$ cat src/rtl/vga_timing_pkg.sv
// Shared 640x480@60 raster constants and colour helpers for the VGA pipeline.
package vga_timing_pkg;

  localparam int unsigned VGA_CLK_DIV     = 4;
  localparam int unsigned VGA_H_TOTAL     = 800;
  localparam int unsigned VGA_H_SYNC      = 96;
  localparam int unsigned VGA_H_VIS_START = 144;
  localparam int unsigned VGA_H_VIS_END   = 784;
  localparam int unsigned VGA_V_TOTAL     = 525;
  localparam int unsigned VGA_V_SYNC      = 2;
  localparam int unsigned VGA_V_VIS_START = 35;
  localparam int unsigned VGA_V_VIS_END   = 515;

  localparam logic [11:0] RGB_BLACK = 12'h000;

  typedef struct packed {
    logic [3:0] r;
    logic [3:0] g;
    logic [3:0] b;
  } rgb_t;

  // Unsigned half-open window test: lo <= v < hi.
  function automatic logic in_window(input logic [9:0] v,
                                     input logic [9:0] lo,
                                     input logic [9:0] hi);
    return (v >= lo) && (v < hi);
  endfunction

endpackage

$ cat src/rtl/pixel_clk_en.sv
// Pixel-rate enable: a free-running 0..CLK_DIV-1 divider, pix_en on the last count.
module pixel_clk_en #(
  parameter int unsigned CLK_DIV = 4
) (
  input  logic clk,
  input  logic rst_l,
  output logic pix_en
);

  localparam int unsigned DW = (CLK_DIV > 1) ? $clog2(CLK_DIV) : 1;
  localparam logic [DW-1:0] DIV_MAX = DW'(CLK_DIV - 1);

  logic [DW-1:0] div_q;
  logic [DW-1:0] div_d;

  // Next divider value: wrap after the last count.
  always_comb begin
    div_d = div_q;
    if (div_q == DIV_MAX) begin
      div_d = {DW{1'b0}};
    end else begin
      div_d = div_q + DW'(1);
    end
  end

  // Divider register with synchronous active-low clear.
  always_ff @(posedge clk) begin
    if (!rst_l) begin
      div_q <= {DW{1'b0}};
    end else begin
      div_q <= div_d;
    end
  end

  assign pix_en = (div_q == DIV_MAX);

endmodule

$ cat src/rtl/vga_timing_gen.sv
// VGA raster generator: scan counters, visible-area flag, frame strobes and
// a one-pixel registered output stage keeping sync and colour aligned.
module vga_timing_gen
  import vga_timing_pkg::*;
#(
  parameter int unsigned CLK_DIV     = VGA_CLK_DIV,
  parameter int unsigned H_TOTAL     = VGA_H_TOTAL,
  parameter int unsigned H_SYNC      = VGA_H_SYNC,
  parameter int unsigned H_VIS_START = VGA_H_VIS_START,
  parameter int unsigned H_VIS_END   = VGA_H_VIS_END,
  parameter int unsigned V_TOTAL     = VGA_V_TOTAL,
  parameter int unsigned V_SYNC      = VGA_V_SYNC,
  parameter int unsigned V_VIS_START = VGA_V_VIS_START,
  parameter int unsigned V_VIS_END   = VGA_V_VIS_END
) (
  input  logic        clk,
  input  logic        rst_l,
  input  logic [11:0] rgb_in,
  output logic [9:0]  hCount,
  output logic [9:0]  vCount,
  output logic        bright,
  output logic        pix_en,
  output logic        frame_tick,
  output logic        vblank_start,
  output logic        hSync,
  output logic        vSync,
  output logic [3:0]  vgaR,
  output logic [3:0]  vgaG,
  output logic [3:0]  vgaB
);

  localparam logic [9:0] H_LAST    = 10'(H_TOTAL - 1);
  localparam logic [9:0] V_LAST    = 10'(V_TOTAL - 1);
  localparam logic [9:0] H_SYNC_W  = 10'(H_SYNC);
  localparam logic [9:0] V_SYNC_W  = 10'(V_SYNC);
  localparam logic [9:0] H_VS      = 10'(H_VIS_START);
  localparam logic [9:0] H_VE      = 10'(H_VIS_END);
  localparam logic [9:0] V_VS      = 10'(V_VIS_START);
  localparam logic [9:0] V_VE      = 10'(V_VIS_END);
  // vblank_start can only fire if vCount ever reaches V_VIS_END.
  localparam logic       HAS_VBLANK = (V_VIS_END < V_TOTAL);
  localparam logic [9:0] V_VB_PRE   = 10'(V_VIS_END - 1);

  logic [9:0] hcount_q, hcount_d;
  logic [9:0] vcount_q, vcount_d;
  logic       frame_tick_q, frame_tick_d;
  logic       vblank_start_q, vblank_start_d;
  logic       hsync_q, hsync_d;
  logic       vsync_q, vsync_d;
  rgb_t       rgb_q, rgb_d;
  logic       bright_c;

  pixel_clk_en #(
    .CLK_DIV (CLK_DIV)
  ) u_pixel_clk_en (
    .clk    (clk),
    .rst_l  (rst_l),
    .pix_en (pix_en)
  );

  assign bright_c = in_window(hcount_q, H_VS, H_VE) && in_window(vcount_q, V_VS, V_VE);

  // Next raster position, strobes and output stage; everything moves on pix_en only.
  always_comb begin
    hcount_d       = hcount_q;
    vcount_d       = vcount_q;
    frame_tick_d   = 1'b0;
    vblank_start_d = 1'b0;
    hsync_d        = hsync_q;
    vsync_d        = vsync_q;
    rgb_d          = rgb_q;
    if (pix_en) begin
      if (hcount_q == H_LAST) begin
        hcount_d = 10'd0;
        if (vcount_q == V_LAST) begin
          vcount_d     = 10'd0;
          frame_tick_d = 1'b1;
        end else begin
          vcount_d       = vcount_q + 10'd1;
          vblank_start_d = HAS_VBLANK && (vcount_q == V_VB_PRE);
        end
      end else begin
        hcount_d = hcount_q + 10'd1;
      end
      // Output stage uses the pre-update position, giving a one-pixel lag.
      hsync_d = !(hcount_q < H_SYNC_W);
      vsync_d = !(vcount_q < V_SYNC_W);
      rgb_d   = bright_c ? rgb_t'(rgb_in) : rgb_t'(RGB_BLACK);
    end else begin
      hcount_d = hcount_q;
    end
  end

  // State registers with synchronous active-low reset (sync outputs idle high).
  always_ff @(posedge clk) begin
    if (!rst_l) begin
      hcount_q       <= 10'd0;
      vcount_q       <= 10'd0;
      frame_tick_q   <= 1'b0;
      vblank_start_q <= 1'b0;
      hsync_q        <= 1'b1;
      vsync_q        <= 1'b1;
      rgb_q          <= rgb_t'(RGB_BLACK);
    end else begin
      hcount_q       <= hcount_d;
      vcount_q       <= vcount_d;
      frame_tick_q   <= frame_tick_d;
      vblank_start_q <= vblank_start_d;
      hsync_q        <= hsync_d;
      vsync_q        <= vsync_d;
      rgb_q          <= rgb_d;
    end
  end

  assign hCount       = hcount_q;
  assign vCount       = vcount_q;
  assign bright       = bright_c;
  assign frame_tick   = frame_tick_q;
  assign vblank_start = vblank_start_q;
  assign hSync        = hsync_q;
  assign vSync        = vsync_q;
  assign vgaR         = rgb_q.r;
  assign vgaG         = rgb_q.g;
  assign vgaB         = rgb_q.b;

endmodule
$ cat config.mk
export PLATFORM = sky130hd
export DESIGN_NAME = vga_timing_gen
export DESIGN_NICKNAME = d
export VERILOG_FILES = /design/src/rtl/vga_timing_pkg.sv /design/src/rtl/pixel_clk_en.sv /design/src/rtl/vga_timing_gen.sv
export SDC_FILE = /design/constraint.sdc
export NUM_CORES = 1
export LEC_CHECK = 0
export ABC_AREA = 1
export CELL_PAD_IN_SITES_DETAIL_PLACEMENT = 1
export CELL_PAD_IN_SITES_GLOBAL_PLACEMENT = 1
export CORE_UTILIZATION = 30
export DETAILED_ROUTE_END_ITERATION = 16
export PLACE_DENSITY = 0.78
export SLEW_MARGIN = 15
export SYNTH_ARGS = -nofsm -noshare
export SYNTH_HDL_FRONTEND = slang
export SYNTH_SLANG_ARGS = --single-unit
export TNS_END_PERCENT = 20
$ cat constraint.sdc
create_clock -name clk -period 1.33 [get_ports clk]
set_input_delay 0.266 -clock clk [delete_from_list [all_inputs] [get_ports clk]]
set_output_delay 0.266 -clock clk [all_outputs]
set_load 0.05 [all_outputs]
Word-level counts from Yosys, hierarchy flattened
Cells that the tools add are included.
Word-level totals
  memories: 0
  bits in read-only memories: 0
  register bits after elaboration: 38
  RAM bits: 0
  output and inout port bits: 38
  input bits: 14
  logic and storage cells: 39
  latch bits: 0
Operators by class
  add/sub/neg operators: 3
  divide/modulo/power cells: 0
  bitwise gates (word level): 3
  multipliers: 0
  equality and inequality tests: 4
  muxes and demuxes: 4
  shifts and indexed selects: 0
  reduce and logical (&&, ||, !) cells: 9
  order comparisons: 6
Operator list (count)
  $eq 10x10->1 const B: 3
  $add 10x1->10 const B: 2
  $lt 10x10->1 const B: 2
  $mux 10: 2
  $mux 12: 1
  $ge 10x6->1 const B: 1
  $ge 10x8->1 const B: 1
  $lt 10x2->1 const B: 1
  $lt 10x7->1 const B: 1
  $reduce_or 4->1: 1
  $logic_and 1x1->1: 3
  $not 1->1: 3
  $reduce_and 3->1: 1
  $add 2x1->2 const B: 1
  $eq 2x2->1 const B: 1
  $logic_not 1->1: 2
  $reduce_and 2->1: 1
  $reduce_or 2->1: 1
  $mux 1: 1

Longest topological paths before layout
Gate-level depths: netlist of the first run.
  depth in word-level cells: 4
  mapped depth: 10

Cells and area by module
From an unflattened synthesis of the first run, not the netlist that was laid out.
Second synthesis, totals
  cells, all modules: 259
  area total of the unflattened synthesis: 2001.9 sq um
By module, submodules not included
  vga_timing_gen: sequential area each 720.7 sq um, times used 1, cells an instance 251, area an instance 1930.6 sq um
  pixel_clk_en: sequential area each 40.0 sq um, times used 1, cells an instance 8, area an instance 71.3 sq um

Worst setup path before layout of the first run
Ideal clock, no wire load.
  path kind: flip-flop to output port
  from: register vcount_q[1] (netlist: vCount[1])
  to: output port bright
  required time: 1.064 ns
  path slack: -0.585 ns
  path buffers: 1
  cell stages (with the launch flop): 9
  arrival: 1.649 ns
  path through: dfxtp_1 -> ha_1 -> nor2_1 -> nand2_1 -> nand2_1 -> nand2_1 -> nand3_1 -> nor2_2 -> buf_6
Between the ends
  word-level cells in the longest chain between the ends: 3
  elaborated cells on any way between the ends: 4
  classes of those cells: 2 x order compare; 2 x reduce/logical
RTL lines
  from (decl): line vga_timing_gen.sv:45  | logic [9:0] vcount_q, vcount_d;
  from (signal assigned): line vga_timing_gen.sv:106  | vcount_q <= vcount_d;
  $ge 10x6->1 / $lt 10x10->1 (equally long branches): line vga_timing_pkg.sv:26  | return (v >= lo) && (v < hi);
  $logic_and 1x1->1 *: line vga_timing_pkg.sv:26
  $logic_and 1x1->1 *: line vga_timing_gen.sv:61  | assign bright_c = in_window(hcount_q, H_VS, H_VE) && in_window(vcount_q, V_VS, V_VE);
  to (decl): line vga_timing_gen.sv:21  | output logic bright,
Mark *: on every way between the ends. The rest lies on a longest branch, timed or not.

Final worst setup path of the first run
  from: register vcount_q[7] (netlist: vCount[7])
  to: output port bright
The elaborated chain is that of the path after synthesis.

==> results of run 1 <==
final timing paths:
kind                            slack, ps  cells past startpoint        end  startpoint
worst min register to register        510                      2    vgaG[1]     vgaG[1]
worst max-delay path                 -480                      6     bright   vCount[7]
worst min-delay path                  440                      4  hCount[5]       rst_l
worst max register to register       -240                      9    vgaG[3]   vCount[7]
synthesized netlist by cell type (3+ instances only):
cell type and count:
a21oi_1 10, clkbuf_1 3, dfxtp_1 38, ha_1 6
inv_1 45, nand2_1 85, nand3_1 22, nor2_1 47
nor2_2 3, nor3_1 8, o21ai_0 9, xor2_1 4
area by class of cell:
| type | count | area, µm² |
|---|---|---|
| well taps | 75 | 93.8 |
| clock inverters | 2 | 12.5 |
| repair buffers | 117 | 1450 |
| fillers | 693 | 2150 |
| flip-flops and latches | 38 | 808 |
| clock buffers | 6 | 82.6 |
| inverters | 47 | 181 |
| multi-input cells | 204 | 1250 |
repair_timing:
action,in CTS,in global routing
resized for setup,52,47
gates cloned,1,1
setup buffers,3,9
pin swaps,12,16
hold endpoints to repair,0,0
setup endpoints to repair,33,40
state kept, by name, summed over array words and instances (netlist names):
register / count
frame_tick: 1
hCount: 10
hSync: 1
u_pixel_clk_en.div_q: 2
vCount: 10
vSync: 1
vblank_start: 1
vgaB: 4
vgaG: 4
vgaR: 4
worst min-delay path: stages:
cell	delay, ps
dlymetal6s2s_1	200
nand2_2	120
buf_6	100
nor2_1	40
per-layer routing:
metal / global-route usage / vias to the layer above / routed length, µm
met5: 0 / - / 0
met4: 0.146 / 0 / 415
met3: 0.0567 / 35 / 544
met2: 0.508 / 96 / 5300
met1: 0.308 / 1229 / 3710
li1: - / 1146 / -
kinds of logic (layout without fill, tap and decap cells):
family	Yosys count	after routing	share of synthesized area
simple gates	171	172	0.374
flops	38	38	0.397
xor+xnor	4	4	0.0183
compound gates	22	22	0.0614
buf+inv	52	172	0.110
fa+ha+maj	6	6	0.0392
power groups by stage:
| stage | clock network [mW] | logic, mW | registers, mW |
|---|---|---|---|
| 2_1_floorplan | 0 | 0.0714 | 1.20 |
| 3_3_place_gp | 0 | 0.217 | 1.18 |
| 3_5_place_dp | 0 | 0.232 | 1.18 |
| 4_1_cts | 0.878 | 0.242 | 1.16 |
| 5_1_grt | 0.958 | 0.289 | 1.16 |
| 6_report | 0.895 | 0.276 | 1.16 |
through the flow:
stage               instances  hold WS [ps]
finish                    489           442
global route              489           452
CTS                       482           452
detailed placement        470           458
global placement          470           444
floorplan                 293           394
==> parameters.txt, run 1 <==
Parameter                              Value

Setup path
  Kind of cell adding the most delay to the critical path    simple AND/OR/NAND/NOR gates
  Data arrival, critical path    1540 ps
  Worst Setup Path Type    register to primary output
  Buffers & Inverters on Critical Path    2
  Critical path launch point type    register
  Maximum single-stage delay on the critical path    340 ps
  Crit path required time    1060 ps
  Slowest cell on the critical path    dfxtp_2
  Sort of element at the end of the critical path    primary output
  Cells traversed along the worst timing path    inv_1 -> nand2_2 -> o21ai_1 -> nand3_2 -> nor2_4 -> buf_12
  Critical-path maximum fanout    3

Global route
  Antenna violations before repair    0
  Largest net degree at the start of global routing    13
  Global route overflow    0
  Vias in the first global route    2,686
  Total global-route track usage    0.282
  Global-route wire length before repair    13,600 µm

Drt
  Number of vias per cell    5.12
  Antenna Violating Nets Remaining    0
  # DRC    0
  Total iterations of the first detailed-routing run    4
  Sum of routed wire length over all layers    9970 µm
  Number of vias in the routed layout    2,506
  DRC marker count from the first detailed-route iteration    131
  Drt wl/cell    20.4 µm

Finish
  Layout cell share with drive strength beyond 1    0.486
  Most used cells in the layout excluding fill and tap cells    72 x nand2_1, 55 x buf_4, 38 x buf_12
  Core occupancy in the finished layout    0.644
  Total non-filler cell area in the finished layout    0.00388 mm²
  Antenna diode count    0
  Most common cell after layout, fill and taps aside    nand2_1
  Area Growth Syn to Fin    103%
  Final #Nets    433

Timing
  Final Hold Viols    0
  Worst-case setup margin in the final layout    -479 ps
  Final-report setup violation count    31
  Remaining max-slew budget at the tightest pin    0.779
  Setup clock skew after layout    8.93 ps
  Unrepaired setup endpoints after global routing    yes
  Setup TNS    -4860 ps
  Count of pins over their slew limit    0
  Final Critical Period    1810 ps
  Maximum clock frequency    0.553 GHz
  Share of the clock period used by the worst path after layout    1.36
  Slew at the pin closest to its max-slew limit    328 ps

Place
  Worst setup slack before clock tree synthesis    -284 ps
  Final Wtd Congestion    0.799
  Half-perimeter wire length after detailed placement    5580 µm
  Instance area after placement    0.00336 mm²
  Number of buffers added on ports    51

Logic synthesis
  Most used flip-flop cell after synthesis    dfxtp_1
  Portion of the post-synthesis area used by sequential elements    0.397
  Synthesis-stage register bit count    38
  Total number of yosys warnings    0
  Post-synthesis instance area    0.00191 mm²
  Number of standard cells after synthesis    293
  Avg Inst Size Synth    6.53 µm²
  Portion of synthesized cell area occupied by the leading cell type    0.397
  Proportion of register bits with asynchronous set or reset after synthesis    0
  Cell type with the largest total area after synthesis    dfxtp_1
  Distinct cells, synth    22
  Number of enable flip-flop cells after synthesis    0
  Top post-synthesis cells by area    dfxtp_1 40%, nand2_1 17%, nor2_1 9.2%
  Synth Net Count    313

Pwr
  Clock network fraction of design power    0.384
  Combinational fraction of design power    0.118
  Maximum resistive drop on vdd    0.536 mV
  Leakage dissipation    1.77 nW
  Switching part of the total    0.275
  Power density of the placed cells    601 mW/mm²
  Net Sw Power    640 µW
  Internal Pwr Total    1.69 mW
  Post-layout total power    2.33 mW
  Portion of total power attributed to sequential cells    0.497

Outcome
  Violated checks    setup timing
  Outcome    complete, but fails checks

Clock network
  Clock sink total    38
  Cts bufs inserted    5
  Source-to-sink clock delay at the later pin of the worst-skew pair    310 ps
  Library cell used as clock root buffer    clkbuf_8
  CTS max path bufs    2
  Clock tree from TritonCTS    yes
  H-tree Lvls    2
  Clock slew seen by the registers of the worst setup and hold paths    80 ps
  Cts-stage hold buffer count    0

Worst hold path
  Class of the tightest hold or removal check    input pin to register

Floorplanning
  I/O pin cnt    52
  Starting Density    0.318
  Core outline area    0.00603 mm²
  Die ar.    0.00670 mm²
  Chip Width    81.9 µm
  Cell Rows    28
  Die Height    81.9 µm

Run
  Max capacitance violation total    0
Note: power is estimated with default switching activity, not from simulation.
==> run 2, diff against run 1 <==
--- a/config.mk
+++ b/config.mk
@@ -9,6 +9,7 @@
 export CELL_PAD_IN_SITES_DETAIL_PLACEMENT = 1
 export CELL_PAD_IN_SITES_GLOBAL_PLACEMENT = 1
 export CORE_UTILIZATION = 30
+export CTS_CLUSTER_DIAMETER = 50
 export DETAILED_ROUTE_END_ITERATION = 16
 export PLACE_DENSITY = 0.78
 export SLEW_MARGIN = 15
==> results of run 2 <==
The final DEF is identical to that of run 1; final timing and power are the same.
